**src/rtl/piso_pkg.sv**
```systemverilog
// ---------------------------------------------------------------------------
// piso_pkg
//   Shared types and helpers for the parallel-in / serial-out transmitter.
//   - state_t   : transmitter FSM states (IDLE, SHIFT)
//   - frame_len : number of serial bits per frame for a given data width
// Optional feature macro: PISO_PARITY_EN
//   When defined, every frame carries one extra even-parity bit after the
//   data bits, so a frame is width+1 bits long. When undefined, a frame is
//   exactly width bits and no parity logic exists anywhere.
// ---------------------------------------------------------------------------
package piso_pkg;

  typedef enum logic {
    IDLE  = 1'b0,
    SHIFT = 1'b1
  } state_t;

  // Serial bits per frame: data bits, plus the parity bit when enabled.
  function automatic int frame_len(input int width);
`ifdef PISO_PARITY_EN
    return width + 1;
`else
    return width;
`endif
  endfunction

endpackage : piso_pkg

```
**src/rtl/piso_bit_counter.sv**
```systemverilog
// ---------------------------------------------------------------------------
// piso_bit_counter
//   Tracks which frame bit is currently on the serial line.
//   The count is cleared when a new word is accepted and advances by one for
//   every bit that is not the last bit of the frame, so it never wraps
//   within a frame.
// Ports
//   clock       in   rising-edge clock
//   reset_n     in   asynchronous active-low reset (count -> 0)
//   clear       in   a word is accepted at this edge; next count is 0
//   advance     in   move on to the next frame bit at this edge
//   last_bit    out  the current bit is the last bit of the frame
//   penult_bit  out  the current bit is the one before the last bit
// ---------------------------------------------------------------------------
module piso_bit_counter #(
  parameter int FRAME_LEN = 4,
  parameter int CNT_W     = 3
) (
  input  logic clock,
  input  logic reset_n,
  input  logic clear,
  input  logic advance,
  output logic last_bit,
  output logic penult_bit
);

  localparam logic [CNT_W-1:0] LAST_IDX   = CNT_W'(FRAME_LEN - 1);
  localparam logic [CNT_W-1:0] PENULT_IDX = CNT_W'(FRAME_LEN - 2);

  logic [CNT_W-1:0] count;

  always_ff @(posedge clock or negedge reset_n) begin
    if (!reset_n) begin
      count <= '0;
    end else if (clear) begin
      count <= '0;
    end else if (advance) begin
      count <= count + CNT_W'(1);
    end
  end

  // penult_bit lets the FSM register frame_done/load_ready one cycle early,
  // so those outputs line up exactly with the last bit.
  assign last_bit   = (count == LAST_IDX);
  assign penult_bit = (count == PENULT_IDX);

endmodule : piso_bit_counter

```
**src/rtl/piso_serializer.sv**
```systemverilog
// ---------------------------------------------------------------------------
// piso_serializer
//   Parallel-in, serial-out transmitter. Accepts a WIDTH-bit word over a
//   valid/ready handshake and sends it one bit per clock on serial_out,
//   qualified by serial_valid. frame_done pulses with the last frame bit.
//   A new word may be accepted during the last bit of the current frame,
//   giving back-to-back frames with no idle gap.
// Parameters
//   WIDTH      word width in bits (>= 2)
//   MSB_FIRST  1: bit WIDTH-1 is sent first; 0: bit 0 is sent first
// Ports
//   clock         in   rising-edge clock
//   reset_n       in   asynchronous active-low reset
//   load_valid    in   load_data holds a word to send
//   load_ready    out  a word is accepted at the next edge if load_valid
//   load_data     in   parallel word (sampled only at accept)
//   serial_out    out  serial bit stream (0 when idle)
//   serial_valid  out  serial_out carries a frame bit this cycle
//   frame_done    out  one-cycle pulse on the last frame bit
// Optional feature macro: PISO_PARITY_EN
//   Appends an even-parity bit (^load_data) after the data bits.
// ---------------------------------------------------------------------------
module piso_serializer
  import piso_pkg::*;
#(
  parameter int WIDTH     = 4,
  parameter int MSB_FIRST = 1
) (
  input  logic             clock,
  input  logic             reset_n,
  input  logic             load_valid,
  output logic             load_ready,
  input  logic [WIDTH-1:0] load_data,
  output logic             serial_out,
  output logic             serial_valid,
  output logic             frame_done
);

  localparam int FRAME_LEN = frame_len(WIDTH);
  localparam int CNT_W     = $clog2(WIDTH + 2);

  state_t               state;
  logic [FRAME_LEN-2:0] rest;
  logic [FRAME_LEN-1:0] ordered;
  logic                 accept;
  logic                 advance;
  logic                 last_bit;
  logic                 penult_bit;

  assign accept  = load_valid && load_ready;
  assign advance = (state == SHIFT) && !last_bit;

  // Arrange the incoming word in transmit order: ordered[0] goes out first.
  always_comb begin
    ordered = '0;
    for (int i = 0; i < WIDTH; i++) begin
      if (MSB_FIRST != 0) begin
        ordered[i] = load_data[WIDTH-1-i];
      end else begin
        ordered[i] = load_data[i];
      end
    end
`ifdef PISO_PARITY_EN
    ordered[WIDTH] = ^load_data;
`endif
  end

  piso_bit_counter #(
    .FRAME_LEN (FRAME_LEN),
    .CNT_W     (CNT_W)
  ) u_bit_counter (
    .clock      (clock),
    .reset_n    (reset_n),
    .clear      (accept),
    .advance    (advance),
    .last_bit   (last_bit),
    .penult_bit (penult_bit)
  );

  // FSM, shift register and all registered outputs. The first frame bit is
  // placed straight into serial_out at accept; rest holds the bits still to
  // come. frame_done and load_ready are computed for the cycle being entered,
  // so they are high exactly while the last bit is on the line (load_ready
  // also in IDLE).
  always_ff @(posedge clock or negedge reset_n) begin
    if (!reset_n) begin
      state        <= IDLE;
      rest         <= '0;
      serial_out   <= 1'b0;
      serial_valid <= 1'b0;
      frame_done   <= 1'b0;
      load_ready   <= 1'b1;
    end else if (accept) begin
      state        <= SHIFT;
      rest         <= ordered[FRAME_LEN-1:1];
      serial_out   <= ordered[0];
      serial_valid <= 1'b1;
      frame_done   <= 1'b0;
      load_ready   <= 1'b0;
    end else if (state == SHIFT && !last_bit) begin
      rest         <= rest >> 1;
      serial_out   <= rest[0];
      serial_valid <= 1'b1;
      frame_done   <= penult_bit;
      load_ready   <= penult_bit;
    end else if (state == SHIFT) begin
      state        <= IDLE;
      serial_out   <= 1'b0;
      serial_valid <= 1'b0;
      frame_done   <= 1'b0;
      load_ready   <= 1'b1;
    end else begin
      serial_out   <= 1'b0;
      serial_valid <= 1'b0;
      frame_done   <= 1'b0;
      load_ready   <= 1'b1;
    end
  end

endmodule : piso_serializer

```
**config.mk**
```make
export PLATFORM = sky130hd
export DESIGN_NAME = piso_serializer
export DESIGN_NICKNAME = d
export VERILOG_FILES = /design/src/rtl/piso_pkg.sv /design/src/rtl/piso_bit_counter.sv /design/src/rtl/piso_serializer.sv
export SDC_FILE = /design/constraint.sdc
export NUM_CORES = 1
export LEC_CHECK = 0
export CORE_AREA = 2 2 39 41
export DETAILED_ROUTE_END_ITERATION = 12
export DIE_AREA = 0 0 41 43
export GPL_ROUTABILITY_DRIVEN = 0
export REMOVE_ABC_BUFFERS = 1
export SYNTH_ARGS = -nofsm -noshare
export SYNTH_HDL_FRONTEND = slang
export SYNTH_SLANG_ARGS = --single-unit
export TNS_END_PERCENT = 30
```
**constraint.sdc**
```tcl
create_clock -name clock -period 2.3 [get_ports clock]
set_input_delay 0.46 -clock clock [delete_from_list [all_inputs] [get_ports clock]]
set_output_delay 0.46 -clock clock [all_outputs]
set_load 0.01 [all_outputs]
```
After elaboration in Yosys (flattened, before gate mapping)
Cells that the tools add are included.
{"block": "word_totals", "ff_bits": 11, "latchBits": 0, "ram_bits": 0, "rom_bits": 0, "out_inout_bits": 4, "mem_count": 0}
{"block": "op_classes", "n_addsub": 1, "n_mul": 0, "n_div": 0, "magnitude_cmp": 0, "n_eq_ne": 3, "shifts": 0, "mux": 14, "bitwise": 0, "reduce_logical": 4}
{"op": "3-bit 2-to-1 mux", "count": 4}
{"op": "1-bit 2-to-1 mux", "count": 10}
{"op": "3-bit by 2-bit equality test with 1-bit output (second input constant)", "count": 2}
{"op": "3-bit by 1-bit adder with 3-bit output (second input constant)", "count": 1}
{"op": "1-bit logical AND", "count": 2}
{"op": "2-bit inequality test (second input constant)", "count": 1}
{"op": "2-bit nonzero test", "count": 1}
{"op": "1-bit zero test", "count": 1}

Longest topological paths before layout
Gate-level depths: netlist (run 1).
{"block": "depth", "depth_word": 5, "ltp_mapped": 6, "ltp_nobuf": 5}

By module
From an unflattened synthesis (run 1), not the netlist that was laid out.
{"block": "hier_totals", "cells_unflattened": 46, "area_unflattened_um2": 486.7}
{"module": "piso_serializer", "n_inst": 1, "cells_per_inst": 30, "area_each_um2": 314.1, "seq_area_each_um2": 201.4}
{"module": "piso_bit_counter", "n_inst": 1, "cells_per_inst": 16, "area_each_um2": 172.7, "seq_area_each_um2": 75.1}

Worst setup path before layout (run 1)
OpenSTA, ideal clock, no wires.
{"block": "synth_path", "path_type": "reg2reg", "start": "reg u_bit_counter.count[0]", "end": "reg rest[1]", "setup_time_ns": 0.122, "arrival_time_ns": 1.237, "t_required_ns": 2.178, "setup_slack_ns": 0.941, "path_stages_with_launch": 7, "path_buffers": 1, "path_cell_list": "dfrtp_1 -> ha_1 -> ha_1 -> nor2b_1 -> buf_4 -> mux2i_1 -> o21ai_1"}
{"block": "synth_via", "elab_chain_len": 4}
{"element": "start, declared", "line_no": "piso_bit_counter.sv:30", "rtl": "logic [CNT_W-1:0] count;"}
{"element": "start signal, assigned", "line_no": "piso_bit_counter.sv:38", "rtl": "count <= count + CNT_W'(1);"}
{"element": "3-bit by 2-bit equality test with 1-bit output", "line_no": "piso_bit_counter.sv:44", "rtl": "assign last_bit = (count == LAST_IDX);"}
{"element": "1-bit zero test", "line_no": "piso_serializer.sv:100", "rtl": "end else if (state == SHIFT && !last_bit) begin"}
{"element": "1-bit logical AND", "line_no": "piso_serializer.sv:100"}
{"element": "2-bit nonzero test (no line)"}
{"element": "end signal, assigned", "line_no": "piso_serializer.sv:95", "rtl": "rest <= ordered[FRAME_LEN-1:1];"}
{"element": "end signal, assigned", "line_no": "piso_serializer.sv:101", "rtl": "rest <= rest >> 1;"}
{"element": "end, declared", "line_no": "piso_serializer.sv:43", "rtl": "logic [FRAME_LEN-2:0] rest;"}
Every way passes these cells.
A chain may end at the register's enable or synchronous reset.

Worst setup path in the final report (run 1)
{"block": "layout_path", "start": "reg load_ready", "end": "out load_ready"}
{"element": "start, declared", "line_no": "piso_serializer.sv:32", "rtl": "output logic load_ready,"}
{"element": "start signal, assigned", "line_no": "piso_serializer.sv:105", "rtl": "load_ready <= penult_bit;"}
No word-level cell between the ends.

==> results.ini, run 1 <==
[setup_path]
worst-setup-path-type = reg -> out
cp_slowest_cell = dfstp_2
rr_worst_depth = 6
crit_path_max_fanout = 2
end_kind = primary output
start_kind = flip-flop
critPathBufInv = 1
slowest_delay_ns = 0.53
reg2reg_slack_ns = 0.83
worst-path-stages = 1
path_cells = clkdlybuf4s50_1
required_ns = 1.84
arrival_ns = 1.31
setup.worst_path.start = load_ready$_DFF_PN1_
reg2reg_from = u_bit_counter.count[0]$_DFFE_PN0P_
critPathCapture = load_ready
cp_top_family = flip-flops
worstReg2RegEnd = rest[1]$_DFFE_PN0P_

[sta]
fmax_ghz = 0.566
period_share_pct = 76.9
fin_crit_ns = 1.77
skew_ns = 0.000714
final_max_slew_viol_count = 0
rsz0062_at_grt = no
tns_ns = 0
hold_violations = 0
maxSlewHeadroom_pct = 66.4
worst_pin_slew_ns = 0.503
setup_viol = 0

[power]
power_density_mw_per_mm2 = 1270
p_leak_nw = 0.284
ir_drop_mv = 0.489

[synth]
synth_seq_cells = 11
synthCells = 45
synth_fa_ha_area_share_pct = 7.73
ys_top_cells_by_area = dfrtp_1 52%, ha_1 7.7%, dfstp_2 5.4%
yosysMostFrequentCell = dfrtp_1
ys_seq_area_share_pct = 57.0
synth.avg_cell_area_sq_um = 10.8
synth-simple-area-share_pct = 15.7
synth_top_family_by_area = simple AND/OR/NAND/NOR gates
yosysTopAreaCellShare_pct = 51.5
synth-edff-count = 0
yosys_most_used_dff = dfrtp_1
synthXorXnorAreaFrac_pct = 1.80
synth_commonest_cells = 10 x dfrtp_1, 7 x nand2_1, 4 x nand2b_1
synth_warnings = 0
synth_area_leader_cell = dfrtp_1
ys_async_sr_fraction_pct = 100
synth_mux_area_share_pct = 4.12
synth_compound_gate_area_share_pct = 8.76
synthesis.area_sq_um = 485
synth.distinct_cells = 18

[cts]
cts_sinks = 11
cts_inserted_buffers = 3
ctsHoldBuffers = 0
clk_pin_slew_ns = 0.07
clock_latency_ns = 0.26
cts_tree = yes
ctsResizeCount = 0
postCtsSetupBuffers = 0
root_buffer = clkbuf_4
h-tree-depth = 1
clk_path_buf_depth = 2

[finish]
stdcell_count = 74
insertedDiodeCount = 0
drive_above_1_share_pct = 10.3
fin_nets = 69
fillers = 147
area_growth_pct = 29.1

[detailed_routing]
num_vias = 324
via_per_inst = 4.38
drcViolationCount = 0
drtIter0Drc = 0
wl_um = 801
ant_nets = 0
drt-wirelength-per-cell_um = 10.8
firstDrtPassIters = 1

[floorplanning]
die_x_um = 41
die-area_sq_mm = 0.00176
coreArea_sq_mm = 0.00138
io_pins = 11
die_h_um = 43
initial_core_util_pct = 35.1
rows = 14

[global_route]
gr-total-overflow = 0
grt_max_degree = 15
grt_pass1_wl_um = 1280
grt_pass1_vias = 301
grt_usage_pct = 11.5
antenna_found_initial = 0

[outcome]
status = finished, final reports clean

[placed_design]
io_buffers = 10
dpl.hpwl_um = 562
dpl.cell_count = 70

[flow_run]
maxCapViolCount = 0

[worst_hold_path]
holdCritPathClass = in -> async

==> cell usage in the layout, fill, tap and decap left out, drive strengths merged, types with 2 or more instances in the layout <==
cell type and count:
dfrtp 10, clkdlybuf4s50 10, nand2 7, nand2b 4
o21ai 4, clkbuf 4, inv 3, ha 3
a21oi 2, nor2 2, mux2i 2
==> report_power, final <==
group,total [mW],leakage [nW],switching [mW],internal [mW]
sequential,0.324,0.134,0.0404,0.284
clock,0.131,0.0150,0.0642,0.0670
combinational,0.342,0.134,0.167,0.175
total,0.798,0.284,0.271,0.526
==> logic make-up after synthesis <==
group           count (synthesis)
compound gates                  7
xor+xnor                        1
fa+ha+maj                       3
buf+inv                         5
flops                          11
mux                             2
simple gates                   16
==> sequential cells by signal (all words and copies together) (netlist names) <==
signal               count
state                    1
frame_done               1
rest                     3
load_ready               1
serial_valid             1
u_bit_counter.count      3
serial_out               1
==> per-layer routing <==
layer	track usage, %	share of wire (%)	up-vias	routed length [um]
met1	17.3	51	144	409
met2	11.9	41	9	332
met4	12.0	1.7	0	14
met5	0	0	-	0
met3	3.14	5.4	2	43
li1	-	-	169	-
==> area by class of cell <==
type	count	area, sq um	share of cell area, %
sequential	11	277	44.1
inverter	3	11.3	1.80
timing repair buffer	11	108	17.2
clock buffer	4	26.3	4.19
tap	16	20.0	3.19
multi-input combinational	29	185	29.5
==> worst min-delay path by stage <==
| stage | startpoint | endpoint | slack (ns) | cells after the start |
|---|---|---|---|---|
| 5_1_grt | reset_n | frame_done$_DFF_PN0_ | 0.56 | 1 |
| 6_report | reset_n | serial_out$_DFF_PN0_ | 0.53 | 1 |
| 2_1_floorplan | reset_n | frame_done$_DFF_PN0_ | 0.16 | 0 |
| 3_5_place_dp | rest[0]$_DFFE_PN0P_ | serial_out$_DFF_PN0_ | 0.52 | 2 |
| 3_3_place_gp | rest[0]$_DFFE_PN0P_ | serial_out$_DFF_PN0_ | 0.52 | 2 |
| 4_1_cts | rest[0]$_DFFE_PN0P_ | serial_out$_DFF_PN0_ | 0.53 | 2 |
==> per-stage QoR <==
| stage | util, % | hold WS (ns) | area (sq um) | worst slack (ns) | power (mW) |
|---|---|---|---|---|---|
| after floorplan | - | 0.164 | 473 | 0.749 | 0.542 |
| after global placement | 43.4 | 0.520 | 601 | 0.619 | 0.671 |
| after detailed placement | 43.4 | 0.522 | 601 | 0.590 | 0.673 |
| after CTS | 45.3 | 0.531 | 627 | 0.520 | 0.808 |
| after global routing | 45.3 | 0.565 | 627 | 0.488 | 0.864 |
| final | 45.3 | 0.525 | 627 | 0.532 | 0.798 |
No activity file was read; power rests on OpenSTA's default activity.
==> inputs of run 2 (changes only) <==
Clock period 2.3 ns to 1.69 ns, I/O delays scaled along.
==> results.ini, run 2 (synthesis gave the netlist of run 1 again) <==
[outcome]
status = finished, final reports clean

[sta]
rsz0062_at_grt = no
fin_ws_ns = 0.0425  ; -0.490 ns
tns_ns = 0  ; unchanged
fin_crit_ns = 1.65
fmax_ghz = 0.607
skew_ns = 0.00349  ; +0.00278 ns
final_max_slew_viol_count = 0  ; unchanged
maxSlewHeadroom_pct = 68.2  ; +1.8 points
setup_viol = 0  ; unchanged
worst_pin_slew_ns = 0.476  ; -0.0273 ns
hold_violations = 0  ; unchanged
period_share_pct = 97.5

[global_route]
grt_max_degree = 12  ; -3
antenna_found_initial = 0  ; unchanged
grt_pass1_wl_um = 1300  ; +1.6%
grt_usage_pct = 11.5  ; -0.079 points
grt_pass1_vias = 334  ; +11%
gr-total-overflow = 0  ; unchanged

[power]
ir_drop_mv = 0.654  ; +34%
power_density_mw_per_mm2 = 1730  ; +36%
p_leak_nw = 0.289  ; +1.8%

[setup_path]
cp_slowest_cell = dfstp_2
worst-setup-path-type = reg -> out
path_cells = clkdlybuf4s50_1
slowest_delay_ns = 0.52  ; about the same
arrival_ns = 1.31  ; about the same
end_kind = primary output
crit_path_max_fanout = 2  ; unchanged
cp_top_family = flip-flops
critPathBufInv = 1  ; unchanged
required_ns = 1.35  ; -0.49 ns
reg2reg_slack_ns = 0.23  ; -0.60 ns
start_kind = flip-flop

[floorplanning]
rows = 14  ; unchanged
io_pins = 11  ; unchanged
die_x_um = 41  ; unchanged
die-area_sq_mm = 0.00176  ; unchanged
coreArea_sq_mm = 0.00138  ; unchanged
die_h_um = 43  ; unchanged
initial_core_util_pct = 35.1  ; unchanged

[cts]
clock_latency_ns = 0.27  ; about the same
cts_inserted_buffers = 3  ; unchanged
cts_sinks = 11  ; unchanged
clk_path_buf_depth = 2  ; unchanged
ctsResizeCount = 0  ; unchanged
root_buffer = clkbuf_4
h-tree-depth = 1  ; unchanged
clk_pin_slew_ns = 0.07  ; about the same
postCtsSetupBuffers = 0  ; unchanged
ctsHoldBuffers = 0  ; unchanged
cts_tree = yes

[finish]
final_cell_mix = 10 x dfrtp_1, 10 x clkdlybuf4s50_1, 7 x nand2_1
area_growth_pct = 30.7
insertedDiodeCount = 0  ; unchanged
drive_above_1_share_pct = 11.9  ; +1.5 points
fin_nets = 70  ; +1.4%
stdcell_count = 75  ; +1.4%
top_regs = rest: 3 flops, u_bit_counter.count: 3 flops

[placed_design]
dpl.cell_count = 71  ; +1.4%
dpl.hpwl_um = 599  ; +6.7%
place_ws_ns = 0.220  ; -0.370 ns
io_buffers = 10  ; unchanged

[detailed_routing]
drt-wirelength-per-cell_um = 10.7  ; -1.6%
via_per_inst = 4.60  ; +5.1%
drtIter0Drc = 7  ; +7
drcViolationCount = 0  ; unchanged
ant_nets = 0  ; unchanged
firstDrtPassIters = 4  ; +3
num_vias = 345  ; +6.5%
wl_um = 799  ; -0.25%

[flow_run]
maxCapViolCount = 0  ; unchanged

[worst_hold_path]
holdCritPathClass = in -> async

## run 2: cell count changes in the layout (fill, tap and decap cells not counted), sizes merged
cell	delta
buf	+1
## run 2: path summary, 6_finish.rpt
| kind | cells past startpoint | to | from |
|---|---|---|---|
| setup / recovery | 1 | load_ready | load_ready$_DFF_PN1_ |
| hold / removal | 1 | state$_DFFE_PN0P_ | reset_n |
| setup reg to reg | 6 | rest[1]$_DFFE_PN0P_ | u_bit_counter.count[0]$_DFFE_PN0P_ |
| hold reg to reg | 2 | serial_out$_DFF_PN0_ | rest[0]$_DFFE_PN0P_ |
| max in group asynchronous | 1 | load_ready$_DFF_PN1_ | reset_n |
| min in group clock | 2 | serial_out$_DFF_PN0_ | rest[0]$_DFFE_PN0P_ |
## run 2: per-layer routing
layer | vias to the layer above | GRT usage (%) | wire length (um) | part of all wire [%]
met1 | 163 | 11.9 | 355 | 44
li1 | 171 | - | - | -
met4 | 0 | 10.0 | 14 | 1.8
met3 | 2 | 3.14 | 40 | 5.0
met2 | 9 | 17.5 | 388 | 49
met5 | - | 0 | 0 | 0
## run 2: final cells by class
class / count / area, sq um
fillers: 151 / 749
flip-flops and latches: 11 / 277
well taps: 16 / 20.0
clock buffers: 4 / 26.3
inverters: 3 / 11.3
repair buffers: 12 / 115
multi-input cells: 29 / 185
## run 2: per-stage QoR
stage	total power [mW]	utilization (%)	hold WS, ns	area, sq um
after floorplan	0.738	-	0.0424	473
after CTS	1.12	45.8	0.404	634
after detailed placement	0.931	43.9	0.531	608
final	1.10	45.8	0.389	634
after global routing	1.19	45.8	0.422	634
after global placement	0.925	43.9	0.520	608
## run 2: where the power goes
part	switching, mW	internal (mW)	leakage (nW)	total, mW
registers	0.0549	0.386	0.134	0.441
logic	0.229	0.246	0.140	0.475
clock network	0.0916	0.0913	0.0150	0.183
## run 2: worst register-to-register path, stage by stage (launching register included)
cell and delay, ns:
dfrtp_1 0.41, ha_1 0.21, ha_1 0.18, nor2b_1 0.11, buf_4 0.17, mux2i_1 0.19, o21ai_1 0.07
==> inputs of run 3 (changes only) <==
Settings changed: GPL_TIMING_DRIVEN set to 0, SETUP_SLACK_MARGIN set to 0.05.
Clock period 1.69 ns to 1.6 ns, I/O delays scaled along.
==> results.ini, run 3 (synthesis gave the netlist of run 1 again) <==
[outcome]
status = finished, final reports clean

[floorplanning]
die_x_um = 41  ; unchanged
die-area_sq_mm = 0.00176  ; unchanged
io_pins = 11  ; unchanged
coreArea_sq_mm = 0.00138  ; unchanged
rows = 14  ; unchanged
die_h_um = 43  ; unchanged
initial_core_util_pct = 35.1  ; unchanged

[finish]
mostFrequentLayoutCell = dfrtp_1
utilization_pct = 45.4  ; -0.45 points
fin_nets = 68  ; -2.9%
fillers = 135  ; -11%
drive_above_1_share_pct = 12.3  ; +0.42 points
regArea_sq_um = 277  ; unchanged
final_cell_mix = 10 x dfrtp_1, 9 x clkdlybuf4s50_1, 7 x nand2_1
multi_input_area_sq_um = 195  ; +5.4%
insertedDiodeCount = 0  ; unchanged
top_regs = rest: 3 flops, u_bit_counter.count: 3 flops
area_growth_pct = 29.4

[power]
power_density_mw_per_mm2 = 1820  ; +5.3%
ir_drop_mv = 0.716  ; +9.5%
p_leak_nw = 0.289  ; about the same
total_power_mw = 1.15  ; +4.3%

[setup_path]
start_kind = flip-flop
arrival_ns = 1.62  ; +0.31 ns
worst-setup-path-type = reg -> reg
end_kind = flip-flop
cp_slowest_cell = dfrtp_1
crit_path_max_fanout = 7  ; +5
required_ns = 1.73  ; +0.38 ns
cpMostUsedCell = ha_1
path_cells = ha_1 -> ha_1 -> nor2b_4 -> mux2i_1 -> o21ai_1
reg2reg_slack_ns = 0.11  ; -0.12 ns
slowest_delay_ns = 0.41  ; -0.11 ns

[detailed_routing]
wl_um = 802  ; +0.38%
via_per_inst = 4.51  ; -2.0%
drcViolationCount = 0  ; unchanged
drt-wirelength-per-cell_um = 11.0  ; +3.1%
ant_nets = 0  ; unchanged
firstDrtPassIters = 3  ; -1
num_vias = 329  ; -4.6%
drtIter0Drc = 3  ; -4

[global_route]
grt_usage_pct = 12.2  ; +0.79 points
gr-total-overflow = 0  ; unchanged
grt_max_degree = 15  ; +3
grt_pass1_vias = 319  ; -4.5%
grt_pass1_wl_um = 1350  ; +4.2%
antenna_found_initial = 0  ; unchanged

[cts]
cts_tree = yes
clk_path_buf_depth = 2  ; unchanged
clock_latency_ns = 0.27  ; about the same
cts_inserted_buffers = 3  ; unchanged
clk_pin_slew_ns = 0.07  ; about the same
postCtsSetupBuffers = 0  ; unchanged
h-tree-depth = 1  ; unchanged
cts_sinks = 11  ; unchanged
root_buffer = clkbuf_4
ctsHoldBuffers = 0  ; unchanged

[sta]
worst_pin_slew_ns = 0.488  ; +0.0125 ns
fin_crit_ns = 1.49
maxSlewHeadroom_pct = 67.4  ; -0.84 points
period_share_pct = 93.1
skew_ns = 0.00710  ; +0.00360 ns
rsz0062_at_grt = yes
hold_violations = 0  ; unchanged
fin_hold_ws_ns = 0.375  ; -0.0136 ns
fmax_ghz = 0.672
tns_ns = 0  ; unchanged
setup_viol = 0  ; unchanged
final_max_slew_viol_count = 0  ; unchanged

[flow_run]
maxCapViolCount = 0  ; unchanged

[worst_hold_path]
holdCritPathClass = in -> async

[placed_design]
io_buffers = 10  ; unchanged
dpl.hpwl_um = 550  ; -8.2%

## run 3: final timing paths
path                                                          from                            endpoint  cells after the start
worst min-delay path                                       reset_n  u_bit_counter.count[2]$_DFFE_PN0P_                      1
worst max-delay path            u_bit_counter.count[0]$_DFFE_PN0P_                 rest[1]$_DFFE_PN0P_                      5
max in group asynchronous                                  reset_n                load_ready$_DFF_PN1_                      1
worst min register to register                 rest[0]$_DFFE_PN0P_                serial_out$_DFF_PN0_                      2
min in group clock                             rest[0]$_DFFE_PN0P_                serial_out$_DFF_PN0_                      2
worst max register to register  u_bit_counter.count[0]$_DFFE_PN0P_                 rest[1]$_DFFE_PN0P_                      5
## run 3: per-stage QoR
step	instance area (sq um)	setup WS, ns	cells
floorplan	473	0.0488	43
global placement	593	-0.146	69
detailed placement	593	-0.141	69
CTS	621	0.0156	73
global route	628	0.0441	73
finish	628	0.111	73
## run 3: worst max-delay path, delay by kind of cell (launching register included)
family	cells	cell delay, ns
AND/OR/NAND/NOR	1	0.23
multiplexers	1	0.21
flip-flops	1	0.41
adder cells (fa/ha/maj)	2	0.42
AO/OA/AOI/OAI	1	0.07
## run 3: routing by layer
layer	part of all wire [%]	GRT usage (%)	vias to the layer above
met5	0	0	-
met4	1.5	12.0	0
met3	5.6	3.14	2
met2	44	15.6	9
met1	49	15.6	150
li1	-	-	168
## run 3: timing repair
item / 4_1_cts / 5_1_grt
resized for setup: 2 / 2
cloned: 0 / 0
endpoints found under the setup margin: 6 / 6
hold endpoints to repair: 0 / 0
## run 3: final cells by class
class                   instances  share of cell area, %
well taps                      16                   3.19
clock buffers                   4                   4.18
flip-flops and latches         11                   44.0
multi-input cells              29                   31.1
repair buffers                 10                   15.7
inverters                       3                   1.79
## run 3: power breakdown
| group | internal, mW | total (mW) | switching, mW |
|---|---|---|---|
| clock network | 0.0965 | 0.191 | 0.0945 |
| logic | 0.246 | 0.488 | 0.242 |
| registers | 0.408 | 0.467 | 0.0589 |
